### src/rtl/ws2812_tx.sv
`default_nettype none
// ============================================================================
// Module   : ws2812_tx
// Brief    : WS2812 single-pixel serialiser; optional WS2812_TX_BRIGHTNESS_EN
//            adds a per-channel right-shift brightness input.
// Revision : 1.0 - initial release
// ============================================================================
module ws2812_tx #(
    parameter int CYCLES_PER_BIT = 15,
    parameter int T0H_CYCLES     = 4,
    parameter int T1H_CYCLES     = 9,
    parameter int BITS_PER_PIXEL = 24
) (
    input  logic        clk,
    input  logic        rst,
    input  logic        load_sreg,
    input  logic        transmit_pixel,
    input  logic [23:0] pixel_data,
`ifdef WS2812_TX_BRIGHTNESS_EN
    input  logic [2:0]  brightness,
`endif
    output logic        data_out,
    output logic        busy,
    output logic        pixel_done,
    output logic        underrun
);

    localparam logic [3:0] C_CYC_LAST = 4'(CYCLES_PER_BIT - 1);
    localparam logic [3:0] C_T0H      = 4'(T0H_CYCLES);
    localparam logic [3:0] C_T1H      = 4'(T1H_CYCLES);
    localparam logic [4:0] C_BIT_LAST = 5'(BITS_PER_PIXEL - 1);

    typedef enum logic [1:0] {
        S_IDLE   = 2'd0,
        S_LOADED = 2'd1,
        S_SEND   = 2'd2
    } state_t;

    state_t      state, state_nxt;
    logic [23:0] sreg, sreg_nxt;
    logic [4:0]  bit_cnt, bit_cnt_nxt;
    logic [3:0]  cyc_cnt, cyc_cnt_nxt;
    logic        data_nxt, done_nxt, underrun_nxt;
    logic [23:0] load_word;
    logic [3:0]  high_len;

`ifdef WS2812_TX_BRIGHTNESS_EN
    assign load_word = {pixel_data[23:16] >> brightness,
                        pixel_data[15:8]  >> brightness,
                        pixel_data[7:0]   >> brightness};
`else
    assign load_word = pixel_data;
`endif

    assign high_len = sreg[23] ? C_T1H : C_T0H;

    always_comb begin
        state_nxt    = state;
        sreg_nxt     = sreg;
        bit_cnt_nxt  = bit_cnt;
        cyc_cnt_nxt  = cyc_cnt;
        data_nxt     = 1'b0;
        done_nxt     = 1'b0;
        underrun_nxt = underrun;

        if (load_sreg) begin
            sreg_nxt    = load_word;
            bit_cnt_nxt = 5'd0;
            cyc_cnt_nxt = 4'd0;
            state_nxt   = S_LOADED;
        end else begin
            case (state)
                S_IDLE: begin
                    if (transmit_pixel) underrun_nxt = 1'b1;
                end
                S_LOADED, S_SEND: begin
                    if (transmit_pixel) begin
                        data_nxt  = (cyc_cnt < high_len);
                        state_nxt = S_SEND;
                        if (cyc_cnt == C_CYC_LAST) begin
                            cyc_cnt_nxt = 4'd0;
                            sreg_nxt    = {sreg[22:0], 1'b0};
                            bit_cnt_nxt = bit_cnt + 5'd1;
                            if (bit_cnt == C_BIT_LAST) begin
                                state_nxt = S_IDLE;
                                done_nxt  = 1'b1;
                            end
                        end else begin
                            cyc_cnt_nxt = cyc_cnt + 4'd1;
                        end
                    end else if (state == S_SEND) begin
                        // Controller withdrew mid-frame: abandon without pixel_done.
                        state_nxt = S_IDLE;
                    end
                end
                default: state_nxt = S_IDLE;
            endcase
        end
    end

    always_ff @(posedge clk) begin
        if (rst) begin
            state      <= S_IDLE;
            sreg       <= 24'd0;
            bit_cnt    <= 5'd0;
            cyc_cnt    <= 4'd0;
            data_out   <= 1'b0;
            pixel_done <= 1'b0;
            underrun   <= 1'b0;
        end else begin
            state      <= state_nxt;
            sreg       <= sreg_nxt;
            bit_cnt    <= bit_cnt_nxt;
            cyc_cnt    <= cyc_cnt_nxt;
            data_out   <= data_nxt;
            pixel_done <= done_nxt;
            underrun   <= underrun_nxt;
        end
    end

    assign busy = (state != S_IDLE);

endmodule
`default_nettype wire

### config.mk
export PLATFORM = sky130hd
export DESIGN_NAME = ws2812_tx
export DESIGN_NICKNAME = d
export VERILOG_FILES = /design/src/rtl/ws2812_tx.sv
export SDC_FILE = /design/constraint.sdc
export NUM_CORES = 1
export LEC_CHECK = 0
export CAP_MARGIN = 20
export CORE_MARGIN = 2
export CORE_UTILIZATION = 45
export DETAILED_ROUTE_END_ITERATION = 12
export HOLD_SLACK_MARGIN = 0.05
export PLACE_DENSITY = 0.67
export REMOVE_ABC_BUFFERS = 1
export SLEW_MARGIN = 20
export SYNTH_ARGS = -nofsm -noshare
export SYNTH_HDL_FRONTEND = slang
export SYNTH_SLANG_ARGS = --single-unit
export TNS_END_PERCENT = 100
### constraint.sdc
create_clock -name clk -period 2.2 [get_ports clk]
set_clock_uncertainty 0.1 [all_clocks]
set_input_delay 0.44 -clock clk [delete_from_list [all_inputs] [get_ports clk]]
set_output_delay 0.44 -clock clk [all_outputs]
set_load 0.01 [all_outputs]
Word-level counts from Yosys, hierarchy flattened
Index checks and enable logic that the tools add are counted.
{"block": "op_classes", "order_cmp": 1, "n_addsub": 2, "muxes": 13, "bitwise_logic": 5, "n_reduce_logical": 15, "eq_ne": 7}
{"cell": "24-bit 2-to-1 mux", "n": 4}
{"cell": "3-bit AND reduction", "n": 3}
{"cell": "2-bit 2-to-1 mux", "n": 4}
{"cell": "4-bit 2-to-1 mux", "n": 2}
{"cell": "2-bit nonzero test", "n": 4}
{"cell": "2-bit AND reduction", "n": 3}
{"cell": "5-bit by 1-bit adder with 5-bit output (second input constant)", "n": 1}
{"cell": "5-bit equality test (second input constant)", "n": 1}
{"cell": "1-bit NOT", "n": 5}
{"cell": "5-bit OR reduction", "n": 1}
{"cell": "4-bit by 1-bit adder with 4-bit output (second input constant)", "n": 1}
{"cell": "4-bit equality test (second input constant)", "n": 1}
{"cell": "4-bit < comparator", "n": 1}
{"cell": "4-bit != test (second input constant)", "n": 1}
{"cell": "2-bit one-hot mux with 2 select lines", "n": 1}
{"cell": "2-bit OR reduction", "n": 2}
{"cell": "4-bit OR reduction", "n": 1}
{"cell": "3-bit != test (second input constant)", "n": 1}
{"cell": "2-bit by 1-bit equality test with 1-bit output (second input constant)", "n": 1}
{"cell": "2-bit equality test (second input constant)", "n": 1}
{"cell": "2-bit logical NOT", "n": 1}
{"cell": "1-bit 2-to-1 mux", "n": 2}
{"cell": "2-bit != test (second input constant)", "n": 1}
{"block": "word_totals", "out_inout_bits": 4, "register_bits": 38, "elab_cells": 51}

Longest topological paths before layout
Gate-level depths: netlist (run 1).
{"block": "depth", "depth_word": 6, "depth_mapped": 6}

Worst setup path before layout (run 1)
Ideal clock, no wire load.
{"block": "synth_timing", "kind": "reg2reg", "from": "register state[0]", "to": "register sreg[10]", "slack_ns": 0.509, "required_time_ns": 1.978, "t_arrival_ns": 1.469, "period_less_slack_ns": 1.691, "path_buffers": 1, "path_stages_with_launch": 7, "setup_time_ns": 0.122, "cell_sequence": "dfxtp_1 -> inv_1 -> ha_1 -> and3_1 -> a21oi_1 -> buf_2 -> a221o_1"}
{"block": "synth_via", "elab_chain_len": 4, "elab_cells_between_ends": 5}
{"item": "start: declaration", "line_no": "39", "source": "state_t state, state_nxt;"}
{"item": "start signal: assignment", "line_no": "111", "source": "state <= state_nxt;"}
{"item": "2-bit equality test or 2-bit by 1-bit equality test with 1-bit output (tied branches)", "line_no": "72", "source": "case (state)"}
{"item": "2-bit OR reduction (*)", "line_no": "72"}
{"item": "2-bit nonzero test (no line) (*)"}
{"item": "3-bit AND reduction (no line) (*)"}
{"item": "end signal: assignment", "line_no": "112", "source": "sreg <= sreg_nxt;"}
{"item": "end: declaration", "line_no": "40", "source": "logic [23:0] sreg, sreg_nxt;"}
Mark *: on every way between the ends. The rest lies on a longest branch, timed or not.
A chain may end at the register's enable or synchronous reset.

Worst setup path in the final report (run 1)
{"block": "layout_timing", "from": "register state[0]", "to": "output busy"}
{"block": "layout_via", "elab_chain_len": 1}
{"item": "2-bit nonzero test", "line_no": "121", "source": "assign busy = (state != S_IDLE);"}
{"item": "end: declaration", "line_no": "23", "source": "output logic busy,"}
No other way between the ends.

==> impl_results.md, run 1 <==
* Final slew viol count at 0
* Final worst slack at 95.4 ps
* Total grt overflow at 0
* # IOs at 32
* VDD IR max at 0.000272 V
* Antenna Cells at 0
* Part of the cycle the worst path needs at about 96%
* Most used cell, CP: inv_1
* Synth area leader: dfxtp_1
* Number of setup violations in the final report at 0
* Worst slew margin at ~64%
* EDFF count, synth at 0
* Synth Instances at 190
* DR top layer: met4
* CP Buf/Inv Count at 3
* P per Cell Area at 607 nW/um2
* Met1 WL at 1840 um
* Via density at about 5.8
* Final Util at between 60 and 70%
* Initial antenna violation count at 0
* DRT iter0 DRCs at 91
* Worst Hold Class: reg2reg
* Max Cap Viol at 0
* Gr usage total at 20.3%
* Final Hold Fails at 0
* Num CTS Buffers at 5
* Worst EP arrival at 1560 ps
* Avg WL per Cell at 15.0 um
* Num Clock Sinks at 38
* CP peak stage delay at between 500 and 600 ps
* Met3 WL at 238 um
* Post-Syn Area at 1800 um2
* #FFs+latches synth at 38
* Mux share of post-synthesis cell area at 0%
* Antenna-violating nets left at 0
* Largest family of logic cells by synthesized area: compound AO/OA/AOI/OAI gates
* Critical Path RT at 1660 ps
* Syn_area_per_cell at roughly 9.5 um2
* R2R setup slack at 270 ps
* Initial Util at 48.1%
* Leakage at 0.860 nW
* DRT Pass-1 Iters at 4
* Post-Synth Adder-Cell Area at about 4.2%
* Largest cells by area after synthesis: dfxtp_1 (42%), a221o_1 (7.2%), and2_1 (4.9%)
* Die height at 67.2 um
* Total chip power at 1.38 mW
* Max stage delay cell, worst path: clkdlybuf4s50_1
* Hold-fix buffers, CTS at 0
* Placed instance area at 2180 um2
* Synth Area in Compound Gates at 23.9%
* Maximum fanout along the worst path at 4
* Status: completed
* Post-CTS sizing at 0
* RePlAce Congestion at 0.823
* Dpl cells at approximately 270
* Clock Root Buffer: clkbuf_8
* NumNets Final at 260
* Synth Flop Type: dfxtp_1
* Yosys top cell area share at 42.3%
* Fill count at about 340
* Design Area, Final at 2270 um2
* Yosys warns at 0
* Fin cells at between 200 and 300
* Simple-gate share of the synthesized area at roughly 23%
* Reg clk slew, reported paths at approximately 70 ps
* Area growth syn-to-layout at 26.1%
* CP delay by family, top: buffers and inverters
* Crit path cell chain: inv_1, ha_1, inv_1, clkdlybuf4s50_1
* RSZ-0062 raised after global routing: false
* Post-CTS Setup Bufs at 0
* CP Launch Type: flop
* Worst setup path class: reg2out
* Vias in the first global route at 1539
* Max Root-Sink Buffers at 2
* Min cycle time layout at 2100 ps
* Largest net degree at the start of global routing at 20
* Sequential fraction of the synthesis area at between 40% and 50%
* Routed wl met2 at 1970 um
* Post-synth cell types at 41
* Min Hold Slack at 374 ps
* Dpl ws at approximately 0.87 ps
* DIE AREA at 4520 um2
* Width of the die at 67.2 um
* Worst slew pin tran at 536 ps
* Crit path capture type: output port
* Asr flop ratio synth at 0%
* TritonCTS clock tree: done
* Vias at 1594
* TNS Setup at 0 ps
* Final wirelength at 4120 um
* Worst-Skew Late Latency at 290 ps
* Max Clock Freq at 475 MHz
* Xor-xnor portion of the synthesized cell area at 0.487%
* IO Port Bufs at 31
* Layout cells sized above 1 at 11.0%
* Core Area at 3740 um2
* # rows at 22
* H-tree depth at 2
* Final HPWL DP at about 3000 um
* DRC violation count after routing at 0
* First-pass GRT wire length at 6910 um
## where the power goes
part	internal [mW]	switching, mW
Sequential	0.719	0.0186
Combinational	0.0918	0.0630
Clock	0.253	0.232
## cells in the mapped netlist, types with 2 or more instances
cell and number:
nor3b_1 2, clkbuf_1 5, dfxtp_1 38, o21ai_0 11, inv_1 8, a21oi_1 13, a2111oi_0 5, nand4b_1 2
ha_1 6, and2_1 14, o31ai_1 3, nand2_1 3, or4_1 3, and3_1 2, a211oi_1 3, nand3_1 8
buf_2 3, buf_6 4, a221o_1 13, nor4_1 4, nor2_1 16, nor2b_1 3, a311oi_1 3
## routing by layer
metal	vias up	GRT usage, %
li1	784	-
met1	748	26.4
met2	54	32.5
met3	8	5.00
met4	0	7.91
met5	-	0
## cell families after synthesis
kind of cell	count (synthesis)
compound gates	58
xor+xnor	1
fa+ha+maj	6
buf+inv	21
flops	38
simple gates	66
## registers in the layout (all words and copies together), names as in the netlist
| signal | flops |
|---|---|
| bit_cnt | 5 |
| cyc_cnt | 4 |
| data_out | 1 |
| pixel_done | 1 |
| sreg | 24 |
| state | 2 |
| underrun | 1 |
## placed cells by master (no fill, tap or decap), types with 2 or more instances in the layout
cell type	instances
clkbuf_8	6
a211oi_1	3
nand2_1	3
clkdlybuf4s50_1	31
buf_4	10
inv_1	8
nand3_1	8
o31ai_1	3
dfxtp_1	38
a311oi_1	3
nor3b_1	2
a21oi_1	13
and3_1	2
nor4_1	4
ha_1	6
or4_1	3
and2_1	14
nor2_1	16
a221o_1	13
o21ai_0	11
nor2b_1	3
nand4b_1	2
a2111oi_0	5
## worst register-to-register path, cell delays in order, from the launching register on
cell and delay [ps]:
dfxtp_1 360, inv_1 70, ha_1 350, and3_1 210, buf_4 190, nand2_2 90
a2111oi_0 420
## area by class of cell
type | instances | area [um2] | area share, %
flip-flops and latches | 38 | 761 | 33.5
multi-input cells | 131 | 922 | 40.6
well taps | 48 | 60.1 | 2.65
clock buffers | 7 | 86.3 | 3.80
inverters | 8 | 30.0 | 1.32
repair buffers | 42 | 405 | 17.9
clock inverters | 1 | 5.00 | 0.221
## worst paths after layout
kind	from	end	cells past startpoint
worst max-delay path	state[0]$_SDFFE_PP0P_	busy	4
worst min-delay path	underrun$_SDFFE_PP0P_	underrun$_SDFFE_PP0P_	2
worst max register to register	state[0]$_SDFFE_PP0P_	sreg[15]$_SDFFE_PP0P_	6
worst min register to register	underrun$_SDFFE_PP0P_	underrun$_SDFFE_PP0P_	2
(Power assumes the default switching activity.)
==> inputs of run 2 (changes only) <==
--- a/config.mk
+++ b/config.mk
@@ -10,6 +10,7 @@
 export CORE_UTILIZATION = 45
 export DETAILED_ROUTE_END_ITERATION = 12
 export HOLD_SLACK_MARGIN = 0.05
+export MAX_ROUTING_LAYER = met4
 export PLACE_DENSITY = 0.67
 export REMOVE_ABC_BUFFERS = 1
 export SLEW_MARGIN = 20
==> impl_results.md, run 2 (synthesis results as in run 1) <==
* Area growth syn-to-layout at 26.1% (unchanged)
* Crit. Startpoint: state[0]$_SDFFE_PP0P_
* Final worst slack at 95.9 ps (+0.480 ps)
* Final wirelength at 4070 um (-1.2%)
* Worst EP arrival at 1560 ps (about the same)
* Number of setup violations in the final report at 0 (unchanged)
* Vias at 1591 (-0.19%)
* P per Cell Area at 608 nW/um2 (+0.16%)
* Worst r2r path cells at 6 (unchanged)
* Via density at 5.79 (-0.19%)
* Num Clock Sinks at 38 (unchanged)
* Reg clk slew, reported paths at 70 ps (about the same)
* Hold-fix buffers, CTS at 0 (unchanged)
* Clock Root Buffer: clkbuf_8
* Worst slew pin tran at 544 ps (+8.72 ps)
* Largest register FFs at 24 (unchanged)
* Max Cap Viol at 0 (unchanged)
* Worst setup path class: reg2out
* Largest net degree at the start of global routing at 20 (unchanged)
* Part of the power in registers at 53.5% (about the same)
* Antenna Cells at 0 (unchanged)
* Min Hold Slack at 374 ps (-0.00500 ps)
* RR Startpoint: state[0]$_SDFFE_PP0P_
* Crit path capture type: output port
* RePlAce Congestion at 0.836 (+1.5%)
* Max Clock Freq at 475 MHz (about the same)
* Int Pwr at 1.06 mW (about the same)
* Final HPWL DP at 3030 um (unchanged)
* Width of the die at 67.2 um (unchanged)
* IO Port Bufs at 31 (unchanged)
* Commonest non-fill, non-tap cell in the layout: dfxtp_1
* # IOs at 32 (unchanged)
* Worst-Skew Late Latency at 290 ps (about the same)
* Layout cells sized above 1 at 11.0% (unchanged)
* Gr usage total at 20.9% (+0.59 points)
* Leakage at 0.860 nW (unchanged)
* Sw Pwr at 0.316 mW (+0.68%)
* Largest Register: sreg
* Clk network pwr share at 35.3% (about the same)
* Final slew viol count at 0 (unchanged)
* Num CTS Buffers at 5 (unchanged)
* DRT Pass-1 Iters at 4 (unchanged)
* DRT iter0 DRCs at 79 (-13%)
* Min cycle time layout at 2100 ps (-0.480 ps)
* TNS Setup at 0 ps (unchanged)
* VDD IR max at 0.000272 V (about the same)
* # rows at 22 (unchanged)
* Status: completed
* RSZ-0062 raised after global routing: false
* Worst slew margin at 63.6% (-0.58 points)
* Post-CTS Setup Bufs at 0 (unchanged)
* DRC violation count after routing at 0 (unchanged)
* NumNets Final at 260 (unchanged)
* Worst Hold Class: reg2reg
* Post-CTS sizing at 0 (unchanged)
* Final Util at 60.6% (unchanged)
* Total grt overflow at 0 (unchanged)
* CP endpoint: busy
* Dpl ws at 0.875 ps (unchanged)
* Largest registers: sreg: 24 flops, bit_cnt: 5 flops, cyc_cnt: 4 flops
* Maximum fanout along the worst path at 4 (unchanged)
* Switching share of power at 22.9% (+0.12 points)
* R2R setup slack at 270 ps (about the same)
* Comb pwr share at 11.2% (about the same)
* Die height at 67.2 um (unchanged)
* Final Hold Fails at 0 (unchanged)
* Max Root-Sink Buffers at 2 (unchanged)
* H-tree depth at 2 (unchanged)
* Antenna-violating nets left at 0 (unchanged)
* TritonCTS clock tree: done
* Most frequent cells in the layout: dfxtp_1 (38), clkdlybuf4s50_1 (31), nor2_1 (16), and2_1 (14)
* Initial Util at 48.1% (unchanged)
* Initial antenna violation count at 0 (unchanged)
* Core Area at 3740 um2 (unchanged)
* Vias in the first global route at 1532 (-0.45%)
* Total chip power at 1.38 mW (+0.16%)
* Avg WL per Cell at 14.8 um (-1.2%)
* CP Launch Type: flop
* Worst R2R End: sreg[15]$_SDFFE_PP0P_
* Part of the cycle the worst path needs at 95.6% (about the same)
* Critical Path RT at 1660 ps (about the same)
* DIE AREA at 4520 um2 (unchanged)
* First-pass GRT wire length at 6920 um (+0.20%)
run 2: cell counts in the layout (fill, tap and decap cells not counted):
No cell type changed its count.
run 2: worst min path at each step:
stage,startpoint,end,slack [ps],cells past startpoint
after floorplan,sreg[1]$_SDFFE_PP0P_,sreg[1]$_SDFFE_PP0P_,330,1
after global placement,underrun$_SDFFE_PP0P_,underrun$_SDFFE_PP0P_,360,2
after detailed placement,sreg[1]$_SDFFE_PP0P_,sreg[1]$_SDFFE_PP0P_,370,1
after CTS,underrun$_SDFFE_PP0P_,underrun$_SDFFE_PP0P_,390,2
after global routing,sreg[1]$_SDFFE_PP0P_,sreg[1]$_SDFFE_PP0P_,410,1
final,underrun$_SDFFE_PP0P_,underrun$_SDFFE_PP0P_,370,2
run 2: final cells by class:
type	count	area [um2]
repair buffers	42	405
clock inverters	1	5.00
fillers	339	1470
clock buffers	7	86.3
inverters	8	30.0
flip-flops and latches	38	761
well taps	48	60.1
multi-input cells	131	922
run 2: critical path, cell delays in order (launching register included):
cell,delay [ps]
dfxtp_1,360
inv_1,70
ha_1,230
inv_1,90
clkdlybuf4s50_1,530
run 2: power by group through the flow:
stage	clock network, mW	logic, mW	registers (mW)
6_report	0.487	0.155	0.738
5_1_grt	0.531	0.172	0.740
4_1_cts	0.494	0.156	0.737
3_5_place_dp	0	0.155	0.753
3_3_place_gp	0	0.150	0.752
2_1_floorplan	0	0.0700	0.748
run 2: layer usage:
metal	share of wire (%)	vias up	GRT usage [%]
met4	1.7	0	7.91
met3	5.4	8	5.00
li1	-	783	-
met1	45	751	26.5
met5	0	-	-
met2	48	49	32.4
run 2: stage by stage:
step           cells  cell area [um2]
2_1_floorplan    177             1710
3_3_place_gp     267             2180
3_5_place_dp     267             2180
4_1_cts          275             2270
5_1_grt          275             2270
6_report         275             2270
==> inputs of run 3 (changes only) <==
--- a/config.mk
+++ b/config.mk
@@ -9,7 +9,7 @@
 export CORE_MARGIN = 2
 export CORE_UTILIZATION = 45
 export DETAILED_ROUTE_END_ITERATION = 12
-export HOLD_SLACK_MARGIN = 0.05
+export HOLD_SLACK_MARGIN = 0.06
 export MAX_ROUTING_LAYER = met4
 export PLACE_DENSITY = 0.67
 export REMOVE_ABC_BUFFERS = 1
==> results of run 3 <==
Final layout, timing and power as in run 2 (identical DEF).
